### src/rtl/dmd_row_capture.sv
// Captures serial pinball DMD rows (dotclk/sdata/rclk/rdata) into a parallel row
// register with row address, and presents each complete row for a fixed enable window.
module dmd_row_capture #(
  parameter int DOTS        = 128,
  parameter int ROWS        = 32,
  parameter int ENABLE_HOLD = 1952
) (
  input  logic            clk,
  input  logic            rst_n,
  input  logic            dmd_dotclk,
  input  logic            dmd_sdata,
  input  logic            dmd_rclk,
  input  logic            dmd_rdata,
  input  logic            err_clr,
  output logic [DOTS-1:0] rowdata,
  output logic [4:0]      address,
  output logic            enable,
  output logic            frame_start,
  output logic            row_err
);

  localparam int HOLD_W = $clog2(ENABLE_HOLD + 1);

  typedef enum logic {WAIT_SYNC, RUN} state_t;

  function automatic logic [7:0] sat_inc(input logic [7:0] v);
    return (v == 8'hFF) ? v : v + 8'd1;
  endfunction

  function automatic logic [4:0] next_row(input logic [4:0] idx, input logic first);
    if (first || idx == 5'(ROWS - 1)) return 5'd0;
    return idx + 5'd1;
  endfunction

  state_t            state, state_nxt;
  logic              dotclk_p0, dotclk_p1, dotclk_p2;
  logic              sdata_p0, sdata_p1, sdata_p2;
  logic              rclk_p0, rclk_p1, rclk_p2;
  logic              rdata_p0, rdata_p1, rdata_p2;
  logic [DOTS-1:0]   shift, shift_now;
  logic [7:0]        dot_cnt, dot_cnt_now;
  logic [4:0]        row_idx, row_idx_nxt;
  logic [HOLD_W-1:0] hold_cnt;
  logic              dot_edge, row_edge, row_full;
  logic              vld_p0, vld_p1, bad_row;

  // Stage p0..p2: two-flop synchronizers plus a third flop for edge detection
  always_ff @(posedge clk or negedge rst_n) begin
    if (!rst_n) begin
      {dotclk_p0, dotclk_p1, dotclk_p2} <= '0;
      {sdata_p0, sdata_p1, sdata_p2}    <= '0;
      {rclk_p0, rclk_p1, rclk_p2}       <= '0;
      {rdata_p0, rdata_p1, rdata_p2}    <= '0;
    end else begin
      {dotclk_p0, dotclk_p1, dotclk_p2} <= {dmd_dotclk, dotclk_p0, dotclk_p1};
      {sdata_p0, sdata_p1, sdata_p2}    <= {dmd_sdata, sdata_p0, sdata_p1};
      {rclk_p0, rclk_p1, rclk_p2}       <= {dmd_rclk, rclk_p0, rclk_p1};
      {rdata_p0, rdata_p1, rdata_p2}    <= {dmd_rdata, rdata_p0, rdata_p1};
    end
  end

  assign dot_edge = dotclk_p1 & ~dotclk_p2;
  assign row_edge = rclk_p1 & ~rclk_p2;

  // A dot arriving in the same clk as the row latch still belongs to that row
  assign shift_now   = dot_edge ? {sdata_p2, shift[DOTS-1:1]} : shift;
  assign dot_cnt_now = dot_edge ? sat_inc(dot_cnt) : dot_cnt;
  assign row_full    = (dot_cnt_now == 8'(DOTS));

  always_comb begin
    state_nxt   = state;
    row_idx_nxt = row_idx;
    vld_p0      = 1'b0;
    bad_row     = 1'b0;
    case (state)
      WAIT_SYNC: begin
        if (row_edge && rdata_p2) begin
          state_nxt   = RUN;
          row_idx_nxt = 5'd0;
          vld_p0      = row_full;
        end
      end
      RUN: begin
        if (row_edge) begin
          row_idx_nxt = next_row(row_idx, rdata_p2);
          vld_p0      = row_full;
          bad_row     = ~row_full;
        end
      end
      default: state_nxt = WAIT_SYNC;
    endcase
  end

  // Stage p1: row assembly, row latch and presentation
  always_ff @(posedge clk or negedge rst_n) begin
    if (!rst_n) begin
      state       <= WAIT_SYNC;
      shift       <= '0;
      dot_cnt     <= '0;
      row_idx     <= '0;
      rowdata     <= '0;
      address     <= '0;
      frame_start <= 1'b0;
      vld_p1      <= 1'b0;
      enable      <= 1'b0;
      hold_cnt    <= '0;
      row_err     <= 1'b0;
    end else begin
      state       <= state_nxt;
      shift       <= shift_now;
      dot_cnt     <= row_edge ? 8'd0 : dot_cnt_now;
      row_idx     <= row_idx_nxt;
      vld_p1      <= vld_p0;
      frame_start <= vld_p0 && (row_idx_nxt == 5'd0);
      if (vld_p0) begin
        rowdata <= shift_now;
        address <= row_idx_nxt;
      end
      // Enable drops while new data loads so downstream sees a fresh rising edge
      if (vld_p0) begin
        enable <= 1'b0;
      end else if (vld_p1) begin
        enable   <= 1'b1;
        hold_cnt <= HOLD_W'(ENABLE_HOLD - 1);
      end else if (enable) begin
        if (hold_cnt == '0) enable <= 1'b0;
        else                hold_cnt <= hold_cnt - 1'b1;
      end
      if (bad_row)      row_err <= 1'b1;
      else if (err_clr) row_err <= 1'b0;
    end
  end

endmodule
### config.mk
export PLATFORM = sky130hd
export DESIGN_NAME = dmd_row_capture
export DESIGN_NICKNAME = d
export VERILOG_FILES = /design/src/rtl/dmd_row_capture.sv
export SDC_FILE = /design/constraint.sdc
export NUM_CORES = 1
export LEC_CHECK = 0
export ABC_AREA = 1
export BUFFER_PORTS_ARGS = -buffer_cell sky130_fd_sc_hd__buf_4
export CAP_MARGIN = 5
export CORE_ASPECT_RATIO = 0.5
export CORE_MARGIN = 1
export CORE_UTILIZATION = 40
export CTS_BUF_LIST = sky130_fd_sc_hd__clkbuf_8
export CTS_CLUSTER_SIZE = 25
export DETAILED_ROUTE_END_ITERATION = 7
export PLACE_DENSITY_LB_ADDON = 0.05
export SLEW_MARGIN = 30
export SYNTH_ARGS = -nofsm -noshare
export SYNTH_HDL_FRONTEND = slang
export SYNTH_SLANG_ARGS = --single-unit
### constraint.sdc
create_clock -name clk -period 2.1 [get_ports clk]
set_input_delay 0.21 -clock clk [delete_from_list [all_inputs] [get_ports clk]]
set_output_delay 0.21 -clock clk [all_outputs]
set_load 0.01 [all_outputs]
# Yosys cells after proc, flatten, opt, wreduce, memory -nomap -nowiden
# Index checks and enable logic that the tools add are counted.
# classes
eq_ne	4
n_addsub	3
bitwise	7
reduce_logical	8
mux	28
# op_table
cell	count
128-bit two-way mux	1
11-bit two-way mux	3
8-bit two-way mux	3
5-bit two-way mux	4
8-bit == test (second input constant)	2
1-bit two-way mux	15
11-bit zero test	1
11-bit by 1-bit subtractor with 11-bit output (second input constant)	1
5-bit one-hot mux with 2 select lines	1
8-bit by 1-bit adder with 8-bit output (second input constant)	1
5-bit by 1-bit adder with 5-bit output (second input constant)	1
5-bit == test (second input constant)	1
5-bit zero test	1
1-bit inverter	5
2-bit nonzero test	2
3-bit AND reduction	1
1-bit AND	2
1-bit logical AND	2
2-bit inequality test (second input constant)	1
1-bit one-hot mux with 2 select lines	1
1-bit logical OR	1
# totals
output_inout_bits	136
reg_bits	302
inputBits	7
wordCells	73

# Logic depth before layout (Yosys ltp)
# logic_depth
depth_word	10
ltp_mapped	15

# Worst setup path after synthesis
# Ideal clock, no wire load.
# synth_path
path_type	reg2reg
start	register dot_cnt[0]
end	register rowdata[100]
period_less_slack_ns	1.901
required_ns	1.973
stages_incl_launch_ff	14
arrival_ns	1.774
setup_slack_ns	0.199
setup_time_ns	0.127
cell_sequence	dfrtp_1 -> ha_1 -> nand2_1 -> nor2_2 -> nand2_2 -> nand2_1 -> a21oi_1 -> nand2_1 -> nor2_4 -> nand3_4 -> buf_6 -> buf_6 -> nand2_1 -> o21ai_2
# synth_via
elab_chain_cells	6
# synth_rtl
item	line	text
start, declared	41	logic [7:0] dot_cnt, dot_cnt_now;
start signal, assigned	111	dot_cnt <= row_edge ? 8'd0 : dot_cnt_now;
8-bit by 1-bit adder with 8-bit output or 8-bit == test (tied branches)	27	return (v == 8'hFF) ? v : v + 8'd1;
8-bit two-way mux	27	
8-bit two-way mux (*)	67	assign dot_cnt_now = dot_edge ? sat_inc(dot_cnt) : dot_cnt;
8-bit == test (*)	68	assign row_full = (dot_cnt_now == 8'(DOTS));
1-bit two-way mux, on equally long branches	84, 77	
1-bit one-hot mux with 2 select lines (*)	75	case (state)
end signal, assigned	116	rowdata <= shift_now;
end, declared	15	output logic [DOTS-1:0] rowdata,
# Mark *: on every way between the ends. The rest lies on a longest branch, timed or not.
# A chain may end at the register's enable or synchronous reset.

# Final worst setup path
# layout_path
start	register dot_cnt[0]
end	register rowdata[23]
# The elaborated chain is that of the path after synthesis.

==> results.sh <==
export IMPL_outcome="finished, violations left"
export IMPL_violations="negative setup slack"
export IMPL_critPathCaptureType="flip-flop"
export IMPL_dp_cells=1745
export IMPL_layout_commonest_cell="dfrtp_1"
export IMPL_syn_to_final_growth_pct=27.5
export IMPL_drc=0
export IMPL_finalSetupViolCount=9
export IMPL_yosysTopAreaCellShare_pct=61.2
export IMPL_period_share_pct=100
export IMPL_power_uw=12900
export IMPL_r2r_start="dot_cnt[0]$_DFF_PN0_"
export IMPL_cts_max_path_buffers=3
export IMPL_p_leak_uw=0.00745
export IMPL_slew_headroom_pct=48.9
export IMPL_coreArea_mm2=0.0303
export IMPL_synth_nets=1233
export IMPL_dr_pass1_iters=6
export IMPL_synth_cell_types=30
export IMPL_worstMarginPinSlew_ns=0.767
export IMPL_crit_type="flip-flop to flip-flop"
export IMPL_grt_pass1_vias=8523
export IMPL_grt_overflow_total=0
export IMPL_cts_buffers=44
export IMPL_power_density_mw_per_mm2=818
export IMPL_root_buffer="clkbuf_8"
export IMPL_place_area_mm2=0.0140
export IMPL_slowest_delay_ns=0.40
export IMPL_synthArstFlopShare_pct=100
export IMPL_cts_tree="done"
export IMPL_grt_pass1_wl_um=43400
export IMPL_avgSynthCellArea_um2=10.1
export IMPL_design_die_area_mm2=0.0316
export IMPL_crit_buf_inv=2
export IMPL_hold_class="input pin to async pin"
export IMPL_htree_levels=2
export IMPL_die_w_um=250
export IMPL_fin_nets=1426
export IMPL_drive_gt1_share_pct=39.8
export IMPL_cp_slowest_cell="dfrtp_1"
export IMPL_clk_latency_ns=0.56
export IMPL_synth_seq_area_share_pct=61.2
export IMPL_cts_sinks=302
export IMPL_cap_violations=0
export IMPL_synth_seq_cells=302
export IMPL_yosysWarnings=0
export IMPL_crit_family="simple AND/OR/NAND/NOR gates"
export IMPL_fin_hold_ws_ns=0.155
export IMPL_slew_violations=0
export IMPL_avgRoutedWirePerCell_um=14.4
export IMPL_io_buffers=142
export IMPL_r2r_setup_slack_ns=-0.008
export IMPL_synth_area_mm2=0.0123
export IMPL_synthTopCellsByArea="dfrtp_1 (61%), or2_2 (6.6%), nand2_1 (6.6%), o21ai_2 (6.0%), o21ai_0 (5.4%)"
export IMPL_yosys_area_top_type="dfrtp_1"
export IMPL_grt_start_max_net_pins=97
export IMPL_stdcell_area_mm2=0.0157
export IMPL_grt_setup_unrepaired="true"
export IMPL_arrival_ns=2.54
export IMPL_fin_skew_ns=0.0151
export IMPL_routabilityCongestion=0.775
export IMPL_routed_wirelength_um=26700
export IMPL_synth_edff_count=0
export IMPL_path_clk_slew_ns=0.07
export IMPL_hold_violations=0
export IMPL_required_ns=2.54
export IMPL_routed_via_count=8549
export IMPL_initial_core_util_pct=40.7
export IMPL_layout_setup_ws_ns=-0.00840
export IMPL_rows=45
export IMPL_rr_endpoint="rowdata[23]$_DFFE_PN0P_"
export IMPL_startpoint_type="flip-flop"
export IMPL_tns_ns=-0.0367
export IMPL_r2r_cells=12
export IMPL_final_cells=1848
export IMPL_max_freq_mhz=474
export IMPL_layout_common_cells="dfrtp_1 (302), inv_1 (175), buf_4 (164)"
export IMPL_drtIter0Drc=530
export IMPL_drt_vias_per_instance=4.63
export IMPL_track_usage_pct=16.9
export IMPL_ys_flop_type="dfrtp_1"
export IMPL_netlist_instances=1222
export IMPL_io_pins=143
export IMPL_hpwl_um=16400
export IMPL_antenna_found_initial=1
export IMPL_fp_dieH_um=126
export IMPL_vdd_ir_drop_max_mv=0.365
export IMPL_min_period_ns=2.11
export IMPL_postRouteAntennaNets=0
export IMPL_cp_max_fo=16
export IMPL_cp_cell_sequence="ha_4 > nand2_4 > nor2_4 > nand3b_1 > nand3_2 > nand2_2 > nor2_4 > nand3_4 > buf_12 > clkbuf_16 > nand2_2 > o21ai_1"
==> sequential cells by signal, summed over array words and instances, names as in the netlist, 5 cells and up <==
name      flops
address       5
rowdata     128
hold_cnt     11
row_idx       5
dot_cnt       8
shift       128
==> per-layer routing <==
metal	track usage, %	wire, um
met1	24.2	13000
met2	25.9	12400
met5	0	0
met4	4.58	369
met3	3.68	922
==> worst max path at each step <==
stage | cells after the start | from | slack (ns) | endpoint
finish | 12 | dot_cnt[0]$_DFF_PN0_ | -0.008 | rowdata[23]$_DFFE_PN0P_
CTS | 14 | dot_cnt[0]$_DFF_PN0_ | -0.02 | rowdata[102]$_DFFE_PN0P_
floorplan | 13 | dot_cnt[0]$_DFF_PN0_ | 0.20 | rowdata[100]$_DFFE_PN0P_
global route | 13 | dot_cnt[0]$_DFF_PN0_ | -0.15 | rowdata[94]$_DFFE_PN0P_
global placement | 13 | dot_cnt[0]$_DFF_PN0_ | 0.04 | rowdata[107]$_DFFE_PN0P_
detailed placement | 14 | dot_cnt[0]$_DFF_PN0_ | -0.01 | rowdata[102]$_DFFE_PN0P_
==> final cells by class <==
cell class / count / area, um2
antenna: 1 / 2.50
clock buffer: 59 / 812
clock inverter: 20 / 106
fill: 2839 / 14600
inverter: 164 / 631
multi-input combinational: 696 / 4120
sequential: 302 / 7560
tap: 399 / 499
timing repair buffer: 207 / 2010
==> power breakdown <==
group          internal (uW)  leakage, uW  switching (uW)  total [uW]
sequential              6360      0.00369             254        6620
combinational            555      0.00323             823        1380
clock                   2630     0.000534            2260        4880
total                   9540      0.00745            3340       12900
==> what timing repair did <==
item / CTS / global route
gates resized for setup: 2 / 140
pin swaps: 0 / 7
cloned: 0 / 8
hold buffers: 6 / 0
setup endpoints to repair: 24 / 143
hold endpoints to repair: 208 / 0
setup buffers: 0 / 9
==> Yosys cell counts, drive strengths merged (4+ instances only) <==
| library cell | n |
|---|---|
| clkbuf | 33 |
| nand3 | 33 |
| o21ai | 265 |
| dfrtp | 302 |
| nand3b | 4 |
| nand2 | 218 |
| ha | 4 |
| buf | 27 |
| inv | 163 |
| or2 | 131 |
| nor2 | 28 |
==> cell families after synthesis <==
family                     after synthesis  synth area share [%]
adders and majority gates                4                 0.405
buffers and inverters                  224                  8.37
and+or+nand+nor                        417                  16.1
xor gates and xnor gates                 3                 0.213
AOI/OAI and AO/OA                      272                  13.7
DFF                                    302                  61.2
==> per-stage QoR <==
stage,worst slack [ns],util [%]
final,-0.00840,51.9
after CTS,-0.0224,49.4
after global placement,0.0421,46.2
after detailed placement,-0.0117,46.2
after floorplan,0.199,-
after global routing,-0.150,51.9
No activity file was read; power rests on OpenSTA's default activity.
